===== src/rtl/ifetch_prefetch.sv =====
// ifetch_prefetch: sequential instruction fetch with credit-limited prefetch queue and redirect flush
module ifetch_prefetch #(
  parameter int PC_W = 64,
  parameter int DEPTH = 4,
  parameter logic [PC_W-1:0] RESET_PC = '0,
  parameter logic [31:0] NOP_INSTR = 32'h0000_0013
) (
  input  logic            clock,
  input  logic            reset_n,
  output logic            imem_req_valid,
  input  logic            imem_req_ready,
  output logic [PC_W-1:0] imem_req_addr,
  input  logic            imem_rsp_valid,
  input  logic [31:0]     imem_rsp_data,
  output logic            dec_valid,
  input  logic            dec_ready,
  output logic [31:0]     dec_instr,
  output logic [PC_W-1:0] dec_pc,
  input  logic            redirect_valid,
  input  logic [PC_W-1:0] redirect_pc
);
  localparam int AW = $clog2(DEPTH);
  localparam int CW = AW + 1;
  typedef enum logic {RUN, FLUSH} state_t;
  state_t state, state_nxt;
  logic [PC_W-1:0] fetch_pc, rsp_pc, redir_pc;
  logic [CW-1:0] count, outstanding, drop_cnt;
  logic [CW-1:0] count_nxt, outstanding_nxt, drop_nxt;
  logic [AW-1:0] rd_ptr, wr_ptr;
  logic [31:0] instr_q [DEPTH];
  logic [PC_W-1:0] pc_q [DEPTH];
  logic [CW:0] credit;
  logic req_fire, push, pop;
  assign redir_pc = redirect_pc & ~PC_W'(3);
  assign credit = {1'b0, count} + {1'b0, outstanding};
  assign imem_req_valid = reset_n && !redirect_valid && (credit < (CW+1)'(DEPTH));
  assign imem_req_addr = fetch_pc;
  assign dec_valid = count != '0;
  assign dec_instr = dec_valid ? instr_q[rd_ptr] : NOP_INSTR;
  assign dec_pc = dec_valid ? pc_q[rd_ptr] : '0;
  // Handshakes, counter updates and flush state; redirect overrides every other event
  always_comb begin
    req_fire = imem_req_valid && imem_req_ready;
    push = imem_rsp_valid && !redirect_valid && state == RUN;
    pop = dec_valid && dec_ready && !redirect_valid;
    outstanding_nxt = outstanding + CW'(req_fire) - CW'(imem_rsp_valid);
    drop_nxt = redirect_valid ? outstanding - CW'(imem_rsp_valid)
                              : drop_cnt - CW'(imem_rsp_valid && state == FLUSH);
    count_nxt = redirect_valid ? '0 : count + CW'(push) - CW'(pop);
    state_nxt = (drop_nxt != '0) ? FLUSH : RUN;
  end
  // Flush state register: FLUSH while stale responses remain to be dropped
  always_ff @(posedge clock or negedge reset_n) begin
    if (!reset_n) state <= RUN;
    else state <= state_nxt;
  end
  // PCs, counters and queue pointers
  always_ff @(posedge clock or negedge reset_n) begin
    if (!reset_n) begin
      fetch_pc <= RESET_PC;
      rsp_pc <= RESET_PC;
      count <= '0;
      outstanding <= '0;
      drop_cnt <= '0;
      rd_ptr <= '0;
      wr_ptr <= '0;
    end else begin
      outstanding <= outstanding_nxt;
      drop_cnt <= drop_nxt;
      count <= count_nxt;
      if (redirect_valid) begin
        fetch_pc <= redir_pc;
        rsp_pc <= redir_pc;
        rd_ptr <= '0;
        wr_ptr <= '0;
      end else begin
        if (req_fire) fetch_pc <= fetch_pc + PC_W'(4);
        if (push) rsp_pc <= rsp_pc + PC_W'(4);
        if (push) wr_ptr <= wr_ptr + 1'b1;
        if (pop) rd_ptr <= rd_ptr + 1'b1;
      end
    end
  end
  // Queue storage; contents are only meaningful below count so no reset is needed
  always_ff @(posedge clock) begin
    if (push) instr_q[wr_ptr] <= imem_rsp_data;
    if (push) pc_q[wr_ptr] <= rsp_pc;
  end
  // A response with nothing outstanding would underflow both outstanding and drop_cnt
  assert property (@(posedge clock) disable iff (!reset_n) imem_rsp_valid |-> outstanding != '0);
endmodule

===== config.mk =====
export PLATFORM = sky130hd
export DESIGN_NAME = ifetch_prefetch
export DESIGN_NICKNAME = d
export VERILOG_FILES = /design/src/rtl/ifetch_prefetch.sv
export SDC_FILE = /design/constraint.sdc
export NUM_CORES = 1
export LEC_CHECK = 0
export ABC_CLOCK_PERIOD_IN_PS = 10400
export BUFFER_PORTS_ARGS = -buffer_cell sky130_fd_sc_hd__buf_2
export CAP_MARGIN = 30
export CELL_PAD_IN_SITES_DETAIL_PLACEMENT = 1
export CELL_PAD_IN_SITES_GLOBAL_PLACEMENT = 2
export CORE_MARGIN = 2
export CORE_UTILIZATION = 25
export CTS_BUF_LIST = sky130_fd_sc_hd__clkbuf_4
export CTS_CLUSTER_SIZE = 25
export DETAILED_ROUTE_END_ITERATION = 8
export GPL_TIMING_DRIVEN = 0
export PLACE_DENSITY_LB_ADDON = 0.3
export SKIP_CTS_REPAIR_TIMING = 1
export SYNTH_ARGS = -nofsm -noshare
export SYNTH_HDL_FRONTEND = slang
export SYNTH_SLANG_ARGS = --single-unit
export TNS_END_PERCENT = 50

===== constraint.sdc =====
create_clock -name clock -period 10.4 [get_ports clock]
set_input_delay 1.04 -clock clock [delete_from_list [all_inputs] [get_ports clock]]
set_output_delay 1.04 -clock clock [all_outputs]
set_load 0.02 [all_outputs]

### Word-level counts from Yosys, hierarchy flattened

Memory sizes are Yosys's and may differ from the RTL's.
Index checks and enable logic that the tools add are counted.
W data, S select, Z words.

| word-level totals | value |
|---|---|
| bits in registers | 142 |
| latch bits | 0 |
| RAM bits | 384 |
| ROM bits | 0 |
| input port bits | 102 |
| output and inout bits | 162 |
| word-level logic and storage cells | 52 |
| memories kept | 2 |

Memories:

| memory | words | bits a word | read ports | clocked after Yosys merged registers in | wr ports | RTL line | source |
|---|---|---|---|---|---|---|---|
| pc_q | 4 | 64 | 1 | 0 | 1 | 31 | `logic [PC_W-1:0] pc_q [DEPTH];` |
| instr_q | 4 | 32 | 1 | 0 | 1 | 30 | `logic [31:0] instr_q [DEPTH];` |

| cells by class | value |
|---|---|
| $add $sub $neg | 11 |
| multiply operators | 0 |
| div/mod/pow operators | 0 |
| $lt $le $gt $ge | 1 |
| equal/unequal tests | 0 |
| shift-type cells | 0 |
| mux-type cells | 15 |
| bitwise operators | 1 |
| reduce and logical (&&, ||, !) cells | 14 |

Operators by type and width:

| cell | count |
|---|---|
| $mux W64 | 5 |
| $add A64 B3 Y64 const B | 2 |
| $mux W32 | 1 |
| $sub A3 B1 Y3 | 4 |
| $logic_and A1 B1 Y1 | 8 |
| $mux W2 | 4 |
| $add A3 B1 Y3 | 2 |
| $mux W3 | 2 |
| $reduce_bool A2 Y1 | 3 |
| $reduce_bool A3 Y1 | 2 |
| $add A2 B1 Y2 const B | 2 |
| $add A3 B3 Y4 | 1 |
| $lt A4 B3 Y1 const B | 1 |
| $mux W1 | 3 |
| $logic_not A1 Y1 | 1 |
| $not A1 Y1 | 1 |

### Logic depth before layout (Yosys ltp)

Gate-level depths: netlist of run 1.

| depth | value |
|---|---|
| word-level depth | 6 |
| depth in mapped cells | 14 |
| gate-level depth less buffers | 11 |

### Least setup slack after synthesis of run 1

Ideal clock, no wire load.

| path | value |
|---|---|
| kind | in2reg |
| from | input port redirect_valid |
| to | memory instr_q[0][0], enable pin |
| library setup time | 0.464 ns |
| arrival time | 3.926 ns |
| required time | 9.936 ns |
| setup slack | 6.010 ns |
| stages on the path | 4 |
| path buffers | 2 |
| path through | clkbuf_1 inv_2 clkbuf_1 and3_1 |

| on the way | value |
|---|---|
| longest elaborated chain between the ends | 5 |

RTL lines:

| what | RTL line | source |
|---|---|---|
| from (decl) | 19 | `input logic redirect_valid,` |
| $logic_not A1 Y1 | 44 | `push = imem_rsp_valid && !redirect_valid && state == RUN;` |
| $logic_and A1 B1 Y1 (2 in a row) | 44 |  |
| $mux W1 | 86 | `if (push) instr_q[wr_ptr] <= imem_rsp_data;` |
| $mux W1 (implied by the code) | 86 |  |
| to (decl) | 30 |  |

No other way between the ends.

### Final worst setup path of run 1

| path | value |
|---|---|
| from | register rd_ptr[0] |
| to | output port dec_pc[33] |

| on the way | value |
|---|---|
| longest elaborated chain between the ends | 2 |

RTL lines:

| what | RTL line | source |
|---|---|---|
| from (decl) | 29 | `logic [AW-1:0] rd_ptr, wr_ptr;` |
| from (signal assigned) | 80 | `if (pop) rd_ptr <= rd_ptr + 1'b1;` |
| $mem_v2 Z4 W64 | - |  |
| $mux W64 | 40 | `assign dec_pc = dec_valid ? pc_q[rd_ptr] : '0;` |
| to (decl) | 18 | `output logic [PC_W-1:0] dec_pc,` |

No other way between the ends.

==> summary.txt, run 1 <==
Worst setup path
  – Reg2Reg Depth: 14
  – R2R Path End: outstanding[2]
  – Worst path cell trace: clkbuf_1, buf_2, buf_1, mux4_2, and2_1, buf_2
  – Critical setup path kind: flop to output port
  – Worst setup path start: rd_ptr[0]
  – Req. time, crit path: 9.36 ns
  – Worst Path Arrival: 3.87 ns
  – CP max FO: 10
  – Crit path capture type: output port
  – Worst Setup Start Kind: flop
  – Reg2Reg Setup Slack: 6.14 ns
  – Worst r2r src: outstanding[1]
  – Worst path max stage delay: 0.70 ns
  – Cell mode on critical path: buf_2
  – Max stage delay cell, worst path: buf_1
  – CP endpoint: dec_pc[33]

Global routing
  – Largest net degree at the start of global routing: 110
  – Vias in the first global route: 16300
  – GRT Total Usage: 16.7%
  – GR Overflow Total: 0
  – First-pass GRT wire length: 111 mm
  – Initial antenna violation count: 7

Yosys
  – Syn. warnings: 0
  – #FFs+latches synth: 514
  – Mapped Cells: 1531
  – Number of enable flip-flop cells after synthesis: 376
  – Synth Area per Inst: 14.5 um^2
  – Seq/Total Area, Yosys: 66.2%
  – Cell Area, Synth: 22300 um^2
  – Ys async rst share: 26.8%
  – Top_reg_cell synth: edfxtp_1
  – Library cells used by synthesis: 57

Cells and area
  – Area growth, synth to finish: 22.0%
  – Filler instances: 9609
  – Layout cells sized above 1: 30.4%
  – Sequential cell area: 14700 um^2
  – Final nets: 2079
  – Multi-input gate area: 7100 um^2

Clock network
  – Cts bufs inserted: 146
  – CTS tree: built
  – # clock sinks: 514
  – Longest Clk Path Bufs: 3
  – Clock root buffer: clkbuf_4
  – Worst-path clk slew: 0.06 ns
  – Htree depth: 4
  – Clock Latency Late Sink: 0.98 ns

Floorplanning
  – Starting Density: 25.2%
  – IO Count: 264
  – Die H: 302 um
  – Die Wd: 302 um
  – Die Area: 91400 um^2
  – Std-Cell Rows: 109
  – Core Area: 88400 um^2

Placement
  – Gp weighted congestion: 0.853
  – Hpwl dp: 54.0 mm
  – IO Port Bufs: 257

Power
  – Leak Pwr: 0.00977 uW
  – Combinational power share: 25.7%
  – Part of the power in registers: 42.4%
  – VDD IR max: 90.3 uV
  – Internal power: 3880 uW
  – Clock network fraction of total power: 31.9%
  – Sw power: 1930 uW
  – PD cells: 214 nW/um^2
  – Sw Share: 33.2%

Timing
  – Fin crit share: 47.2%
  – F_max: 204 MHz
  – Worst-Margin Slew: 1.02 ns
  – Clock Skews: 0.0728 ns
  – Slew HR: 31.5%
  – Final worst path period need: 4.91 ns
  – Final number of hold-violating endpoints: 0
  – Max-slew violations: 0
  – RSZ-0062 raised after global routing: false
  – Post-route setup TNS: 0 ns
  – Worst Hold Slack: 0.301 ns
  – Final setup fails: 0

Routing
  – Detailed-route DRC error count: 0
  – DR pass1 iterations: 5
  – Routed WL per cell: 23.4 um
  – Iter 0 DRT Violations: 805
  – Vias per cell: 4.68
  – Detailed-route wire length: 75.4 mm
  – Detail Route Antenna Nets: 0
  – Via count: 15100

Hold path
  – Hold crit path type: input port to flop

Run status
  – Status: completed

Run
  – Max-Cap Viols: 0
==> synthesized netlist by cell type, types with 4 or more instances <==
| library cell | instances | area, um^2 |
|---|---|---|
| or2_2 | 4 | 25.0 |
| nand2_1 | 123 | 462 |
| mux4_2 | 94 | 2120 |
| nand3_1 | 78 | 390 |
| a21oi_1 | 18 | 90.1 |
| and4_1 | 9 | 78.8 |
| ha_1 | 16 | 200 |
| o21ai_0 | 75 | 375 |
| buf_1 | 15 | 56.3 |
| inv_1 | 29 | 109 |
| nand3b_1 | 5 | 37.5 |
| buf_4 | 5 | 37.5 |
| dfrtp_1 | 138 | 3450 |
| a31oi_1 | 13 | 81.3 |
| nor2_1 | 62 | 233 |
| nand4_1 | 51 | 319 |
| xnor2_1 | 36 | 315 |
| edfxtp_1 | 376 | 11300 |
| or3_1 | 15 | 93.8 |
| mux2_2 | 10 | 113 |
| and3_1 | 22 | 138 |
| clkbuf_1 | 56 | 210 |
| o211ai_1 | 26 | 195 |
| nor3_1 | 23 | 115 |
| mux2i_1 | 8 | 80.1 |
| or4_1 | 5 | 37.5 |
| xor2_1 | 38 | 333 |
| o311ai_0 | 14 | 123 |
| nor4_1 | 20 | 125 |
| and2_1 | 104 | 651 |
==> how the worst min path moves through the flow <==
stage | startpoint | endpoint | depth (start not counted) | slack [ns]
after floorplan | outstanding[2] | outstanding[2] | 1 | 0.49
after global placement | imem_req_addr[57] | imem_req_addr[57] | 1 | 0.52
after detailed placement | imem_req_addr[57] | imem_req_addr[57] | 1 | 0.53
after CTS | reset_n | imem_req_addr[16] | 1 | -0.20
after global routing | imem_rsp_data[28] | instr_q[1][28] | 1 | 0.15
final | imem_rsp_data[28] | instr_q[1][28] | 1 | 0.30
==> area by class of cell <==
type | instances | share of cell area, %
clock buffer | 201 | 5.56
inverter | 31 | 0.428
timing repair buffer | 277 | 5.98
multi-input combinational | 909 | 26.2
sequential | 514 | 54.3
clock inverter | 40 | 0.995
buffer | 80 | 1.19
antenna | 5 | 0.0461
tap | 1165 | 5.37
==> sequential cells by signal, summed over array words and instances, names as in the netlist <==
signal         cells
drop_cnt           3
instr_q          128
rsp_pc            62
wr_ptr             2
imem_req_addr     62
outstanding        3
rd_ptr             2
count              3
state              1
pc_q             248
==> cells by family after synthesis <==
logic type / after synthesis / share of synthesized area (%)
fa+ha+maj: 18 / 1.08
buf+inv: 111 / 1.98
mux: 112 / 10.4
other cells: 1 / 0.0168
compound gates: 163 / 4.51
simple gates: 538 / 12.9
flops: 514 / 66.2
xor+xnor: 74 / 2.91
==> power groups by stage <==
stage / Combinational, uW / Clock, uW / Sequential [uW]
2_1_floorplan: 872 / 0 / 2490
3_3_place_gp: 1490 / 0 / 2500
3_5_place_dp: 1530 / 0 / 2500
4_1_cts: 1530 / 1940 / 2460
5_1_grt: 1640 / 2030 / 2480
6_report: 1490 / 1850 / 2460
==> worst max-delay path, delay by kind of cell (launching register included) <==
family / cells / cell delay (ns)
multiplexers: 1 / 0.66
buffers and inverters: 4 / 1.74
AND/OR/NAND/NOR: 1 / 0.22
flip-flops: 1 / 0.32
==> per-stage QoR <==
step                      std cells  power (uW)  setup slack, ns  utilization [%]  instance area (um^2)
after floorplan                1534        3360             6.01                -                 22300
after CTS                      3213        5930             5.10             30.7                 27100
after global placement         2956        3990             2.91             28.3                 25000
after global routing           3221        6150             4.99             30.7                 27200
after detailed placement       2972        4030             5.39             28.6                 25300
final                          3222        5800             5.49             30.7                 27200
==> layout by cell type (no fill, tap or decap), types with 13 or more instances in the layout <==
cell,count
buf_1,15
nor3_1,23
a21oi_1,18
o211ai_1,26
nand3_1,78
buf_2,260
or3_1,15
nor4_1,20
inv_1,29
and2_1,104
ha_1,16
clkbuf_4,201
clkinv_1,22
nand4_1,51
dfrtp_1,138
mux4_2,94
clkbuf_1,56
nor2_1,62
o311ai_0,14
a31oi_1,13
o21ai_0,75
edfxtp_1,376
and3_1,18
xor2_1,38
xnor2_1,36
nand2_1,123
==> per-layer routing <==
layer	vias up	share of wire (%)	GRT usage [%]
met4	4	2.5	5.81
li1	6794	-	-
met1	7694	43	21.5
met2	451	49	27.4
met3	121	5.4	4.24
met5	-	0.030	0
No activity file was read; power rests on OpenSTA's default activity.
==> run 2: changes to the inputs <==
Settings changed: ABC_AREA set to 1, ABC_CLOCK_PERIOD_IN_PS 10400 to 4700.
Clock period 10.4 ns to 4.7 ns, I/O delays scaled along.
==> run 2 against run 1 <==
Worst setup slack lost 5.0 ns. Sequential share of layout area shrank 7.0 points. First-iteration DRC count grew 61%. Worst hold slack lost 0.29 ns. Critical path type unchanged.
==> summary.txt, run 2 <==
Yosys
  – Post-synth top area share: 45.0%
  – Number of enable flip-flop cells after synthesis: 376
  – Top post-synthesis cells by area: edfxtp_1, dfrtp_1, nor2_1, nand2_1, o21ai_0
  – Cell taking the most area after synthesis: edfxtp_1
  – Synth Area per Inst: 9.18 um^2
  – Top-count cell post-synth: nor2_1
  – Cell Area, Synth: 25100 um^2
  – Synth cell count leaders: nor2_1, nand2_1, edfxtp_1
  – Syn. warnings: 0
  – Seq/Total Area, Yosys: 58.8%
  – Library cells used by synthesis: 50
  – Mapped Cells: 2732
  – Ys async rst share: 26.8%
  – Top_reg_cell synth: edfxtp_1
  – #FFs+latches synth: 514

Timing
  – Slew HR: 34.8%
  – Final number of hold-violating endpoints: 0
  – Final worst slack: 0.532 ns
  – Max-slew violations: 0
  – F_max: 240 MHz
  – Worst-Margin Slew: 0.978 ns
  – Clock Skews: 0.0779 ns
  – Final worst path period need: 4.17 ns
  – RSZ-0062 raised after global routing: false
  – Final setup fails: 0
  – Fin crit share: 88.7%

Placement
  – Dpl ws: 1.23 ns
  – IO Port Bufs: 257
  – Gp weighted congestion: 0.831
  – Hpwl dp: 74.0 mm

Routing
  – Iter 0 DRT Violations: 1298
  – Vias per cell: 4.57
  – Routed WL per cell: 21.5 um
  – Detailed-route DRC error count: 0
  – Detail Route Antenna Nets: 0
  – DR pass1 iterations: 7
  – Via count: 21300
  – Detailed-route wire length: 100 mm

Run
  – Max-Cap Viols: 0

Floorplanning
  – IO Count: 264
  – Die Wd: 321 um
  – Starting Density: 25.1%
  – Die H: 321 um
  – Die Area: 103000 um^2
  – Std-Cell Rows: 116
  – Core Area: 99700 um^2

Global routing
  – Vias in the first global route: 22000
  – GRT Total Usage: 19.4%
  – GR Overflow Total: 0
  – Largest net degree at the start of global routing: 84
  – Initial antenna violation count: 4
  – First-pass GRT wire length: 146 mm

Worst setup path
  – CP max FO: 10
  – Critical setup path kind: flop to output port
  – CP delay by family, top: buffers and inverters
  – Worst path cell trace: or2_2, nor2_1, clkbuf_1, buf_2, a21oi_1, buf_2
  – Worst Path Arrival: 3.70 ns
  – Req. time, crit path: 4.23 ns
  – Max stage delay cell, worst path: clkbuf_1
  – Worst path max stage delay: 0.71 ns
  – Worst Setup Start Kind: flop
  – Crit path capture type: output port
  – Cell mode on critical path: buf_2
  – CP Buf/Inv Count: 3

Clock network
  – Worst-path clk slew: 0.07 ns
  – Cts bufs inserted: 148
  – Clock Latency Late Sink: 1.04 ns
  – Longest Clk Path Bufs: 3
  – Clock root buffer: clkbuf_4
  – # clock sinks: 514
  – CTS tree: built
  – Htree depth: 4

Cells and area
  – Most frequent cells in the layout: nor2_1, nand2_1, edfxtp_1
  – Commonest non-fill, non-tap cell in the layout: nor2_1
  – Regs by FF count: pc_q x248, instr_q x128
  – Final nets: 3376
  – Max FFs per register: 248
  – Area growth, synth to finish: 24.4%
  – Layout cells sized above 1: 19.8%
  – Top reg by flops: pc_q
  – Finished Core Util: 31.3%

Run status
  – Status: completed

Hold path
  – Hold crit path type: input port to flop

Power
  – PD cells: 462 nW/um^2
  – VDD IR max: 195 uV
  – Leak Pwr: 0.0124 uW
run 2: cell families (layout without fill, tap and decap cells):
family	after synthesis	after routing	share of synthesized area, %
simple gates	1402	1402	24.4
buf+inv	335	958	5.50
other cells	1	15	0.0150
compound gates	424	424	8.99
fa+ha+maj	18	18	0.958
xor+xnor	36	36	1.26
flops	514	514	58.8
mux	2	2	0.0799
run 2: power by group:
part | switching [uW] | internal (uW)
Clock | 2050 | 2100
Sequential | 575 | 5300
Combinational | 3130 | 1240
run 2: cell type report:
cell class	count	area, um^2
Clock buffer	201	1510
Buffer	112	539
Sequential cell	514	14700
Inverter	223	838
Timing Repair Buffer	371	2620
Tap cell	1298	1620
Fill cell	11800	68500
Multi-Input combinational cell	1886	8990
Antenna cell	11	27.5
Clock inverter	51	295
run 2: per-layer routing:
metal / track usage (%) / part of all wire (%) / up-vias / routed length (um)
li1: - / - / 10300 / -
met1: 24.8 / 45 / 10400 / 44800
met2: 33.1 / 49 / 501 / 48700
met3: 3.67 / 4.3 / 136 / 4310
met4: 6.08 / 2.3 / 0 / 2320
met5: 0 / 0 / - / 0
run 2: final timing paths:
check                                     start  cells past startpoint  slack [ns]                to
max in group asynchronous               reset_n                      4        3.39         rsp_pc[4]
worst min-delay path            redirect_pc[42]                      5        0.01        rsp_pc[42]
worst max register to register         count[1]                     12        1.32          count[2]
worst min register to register        wr_ptr[0]                      1        0.55         wr_ptr[0]
worst max-delay path                   count[1]                      6        0.53        dec_pc[40]
min in group asynchronous               reset_n                      3        0.47  imem_req_addr[2]
run 2: per-stage QoR:
step	power [uW]	cells	instance area [um^2]	hold WS, ns	setup TNS, ns
5_1_grt	15400	4666	31200	-0.0423	0
3_5_place_dp	10400	4306	28400	0.452	0
6_report	14400	4667	31200	0.0150	0
4_1_cts	14600	4558	30200	-0.696	0
2_1_floorplan	8280	2735	25100	0.174	-379.91
3_3_place_gp	10300	4290	28000	0.535	-2054.84
run 2: worst reg2reg max path, stage by stage (launching register included):
cell and delay (ns):
dfrtp_1 0.43, or2_2 0.34, nor2_1 0.47, inv_1 0.37
nand2_1 0.45, nor2_1 0.09, ha_1 0.30, inv_1 0.05
ha_1 0.13, inv_1 0.05, fa_1 0.37, and3_1 0.18
nor3_1 0.13
==> run 3: changes to the inputs <==
Settings changed: PLACE_DENSITY_LB_ADDON 0.3 to 0.1.
==> run 3 against run 2 <==
Core utilization increased by 0.23 points. Sequential share of layout area is 0.35 points lower. Flip-flop and latch count unchanged. Critical path type unchanged. Largest power group unchanged.
==> summary.txt, run 3 (synthesis results as in run 2) <==
Placement
  – Gp weighted congestion: 0.857
  – Hpwl dp: 78.9 mm
  – Dpl ws: 0.932 ns
  – Placed instance count: 4309
  – IO Port Bufs: 257

Run status
  – Status: completed

Global routing
  – First-pass GRT wire length: 154 mm
  – Vias in the first global route: 23000
  – Initial antenna violation count: 3
  – GRT Total Usage: 20.6%
  – Largest net degree at the start of global routing: 97
  – GR Overflow Total: 0

Worst setup path
  – Worst path cell trace: or2_2, nor2_1, clkbuf_1, buf_2, a21oi_1, buf_2
  – R2R Path End: count[2]
  – Reg2Reg Setup Slack: 1.23 ns
  – CP Buf/Inv Count: 3
  – Worst path max stage delay: 0.75 ns
  – Cell mode on critical path: buf_2
  – Worst r2r src: count[1]
  – Worst Setup Start Kind: flop
  – CP delay by family, top: buffers and inverters
  – Critical setup path kind: flop to output port
  – Worst Path Arrival: 3.83 ns
  – CP max FO: 10
  – Reg2Reg Depth: 12
  – Levels on crit path: 6
  – CP endpoint: dec_pc[35]
  – Req. time, crit path: 4.23 ns
  – Max stage delay cell, worst path: clkbuf_1
  – Worst setup path start: count[1]
  – Crit path capture type: output port

Timing
  – Final worst path period need: 4.30 ns
  – RSZ-0062 raised after global routing: false
  – Final setup fails: 0
  – Worst-Margin Slew: 1.02 ns
  – F_max: 233 MHz
  – Final worst slack: 0.405 ns
  – Slew HR: 32.0%
  – Max-slew violations: 0
  – Final number of hold-violating endpoints: 0
  – Fin crit share: 91.4%
  – Clock Skews: 0.0779 ns
  – Post-route setup TNS: 0 ns

Cells and area
  – Final nets: 3386
  – Max FFs per register: 248
  – Area growth, synth to finish: 25.3%
  – Final Non-Filler Cells: 4675
  – Regs by FF count: pc_q x248, instr_q x128
  – Finished Core Util: 31.5%
  – Top reg by flops: pc_q
  – Most frequent cells in the layout: nor2_1, nand2_1, edfxtp_1
  – Layout cells sized above 1: 20.3%
  – Commonest non-fill, non-tap cell in the layout: nor2_1

Power
  – Final Power: 14700 uW
  – VDD IR max: 188 uV
  – PD cells: 468 nW/um^2
  – Leak Pwr: 0.0125 uW

Routing
  – Detailed-route DRC error count: 0
  – Via count: 21600
  – Iter 0 DRT Violations: 1116
  – Detail Route Antenna Nets: 0
  – DR pass1 iterations: 5
  – Detailed-route wire length: 107 mm
  – Routed WL per cell: 22.8 um
  – Vias per cell: 4.62

Hold path
  – Hold crit path type: input port to flop

Clock network
  – Worst-path clk slew: 0.07 ns
  – Htree depth: 4
  – Clock root buffer: clkbuf_4
  – Cts bufs inserted: 153
  – CTS tree: built
  – Clock Latency Late Sink: 1.06 ns
  – Longest Clk Path Bufs: 3
  – # clock sinks: 514

Floorplanning
  – Std-Cell Rows: 116
  – Starting Density: 25.1%
  – Die Wd: 321 um
  – Die Area: 103000 um^2
  – IO Count: 264
  – Die H: 321 um
  – Core Area: 99700 um^2

Run
  – Max-Cap Viols: 0
==> run 3: cell count changes in the layout (fill, tap and decap cells not counted) <==
cell / delta
buf_12: -3
buf_16: +6
bufinv_16: +1
clkbuf_4: +19
clkinv_1: -7
clkinv_2: -2
clkinv_4: -3
clkinvlp_4: +3
diode_2: -7
dlygate4sd3_1: +2
inv_6: -1
==> run 3: tightest hold or removal path, stage by stage <==
cell	delay (ns)
buf_2	0.11
nand2_1	0.36
a21oi_1	0.14
==> run 3: worst min path at each step <==
| stage | start | endpoint | slack [ns] | cells past startpoint |
|---|---|---|---|---|
| global route | dec_ready | rd_ptr[0] | 0.01 | 3 |
| global placement | wr_ptr[0] | wr_ptr[0] | 0.52 | 1 |
| finish | dec_ready | rd_ptr[0] | 0.10 | 3 |
| detailed placement | reset_n | imem_req_addr[56] | 0.42 | 1 |
| CTS | reset_n | imem_req_addr[42] | -0.78 | 1 |
| floorplan | reset_n | count[0] | 0.17 | 0 |
==> run 3: stage by stage <==
stage | hold slack (ns) | cell area, um^2
after detailed placement | 0.418 | 28500
final | 0.101 | 31400
after global routing | 0.0145 | 31400
after global placement | 0.522 | 28000
after CTS | -0.776 | 30400
after floorplan | 0.174 | 25100
==> run 3: power breakdown <==
group | leakage, uW | internal (uW) | switching (uW)
Clock | 0.00114 | 2310 | 2110
Sequential | 0.00507 | 5300 | 580
Combinational | 0.00629 | 1240 | 3170
==> run 3: cell type report <==
type	instances	area (um^2)
Fill cell	11600	68300
Timing Repair Buffer	376	2750
Clock buffer	220	1650
Inverter	223	838
Multi-Input combinational cell	1886	8990
Antenna cell	4	10.0
Tap cell	1298	1620
Clock inverter	42	277
Sequential cell	514	14700
Buffer	112	539
==> run 3: routing by layer <==
metal	track usage, %	vias to the layer above	part of all wire (%)
li1	-	10300	-
met1	25.7	10700	44
met2	35.8	436	50
met3	3.37	174	3.3
met4	7.62	0	3.1
met5	0	-	0
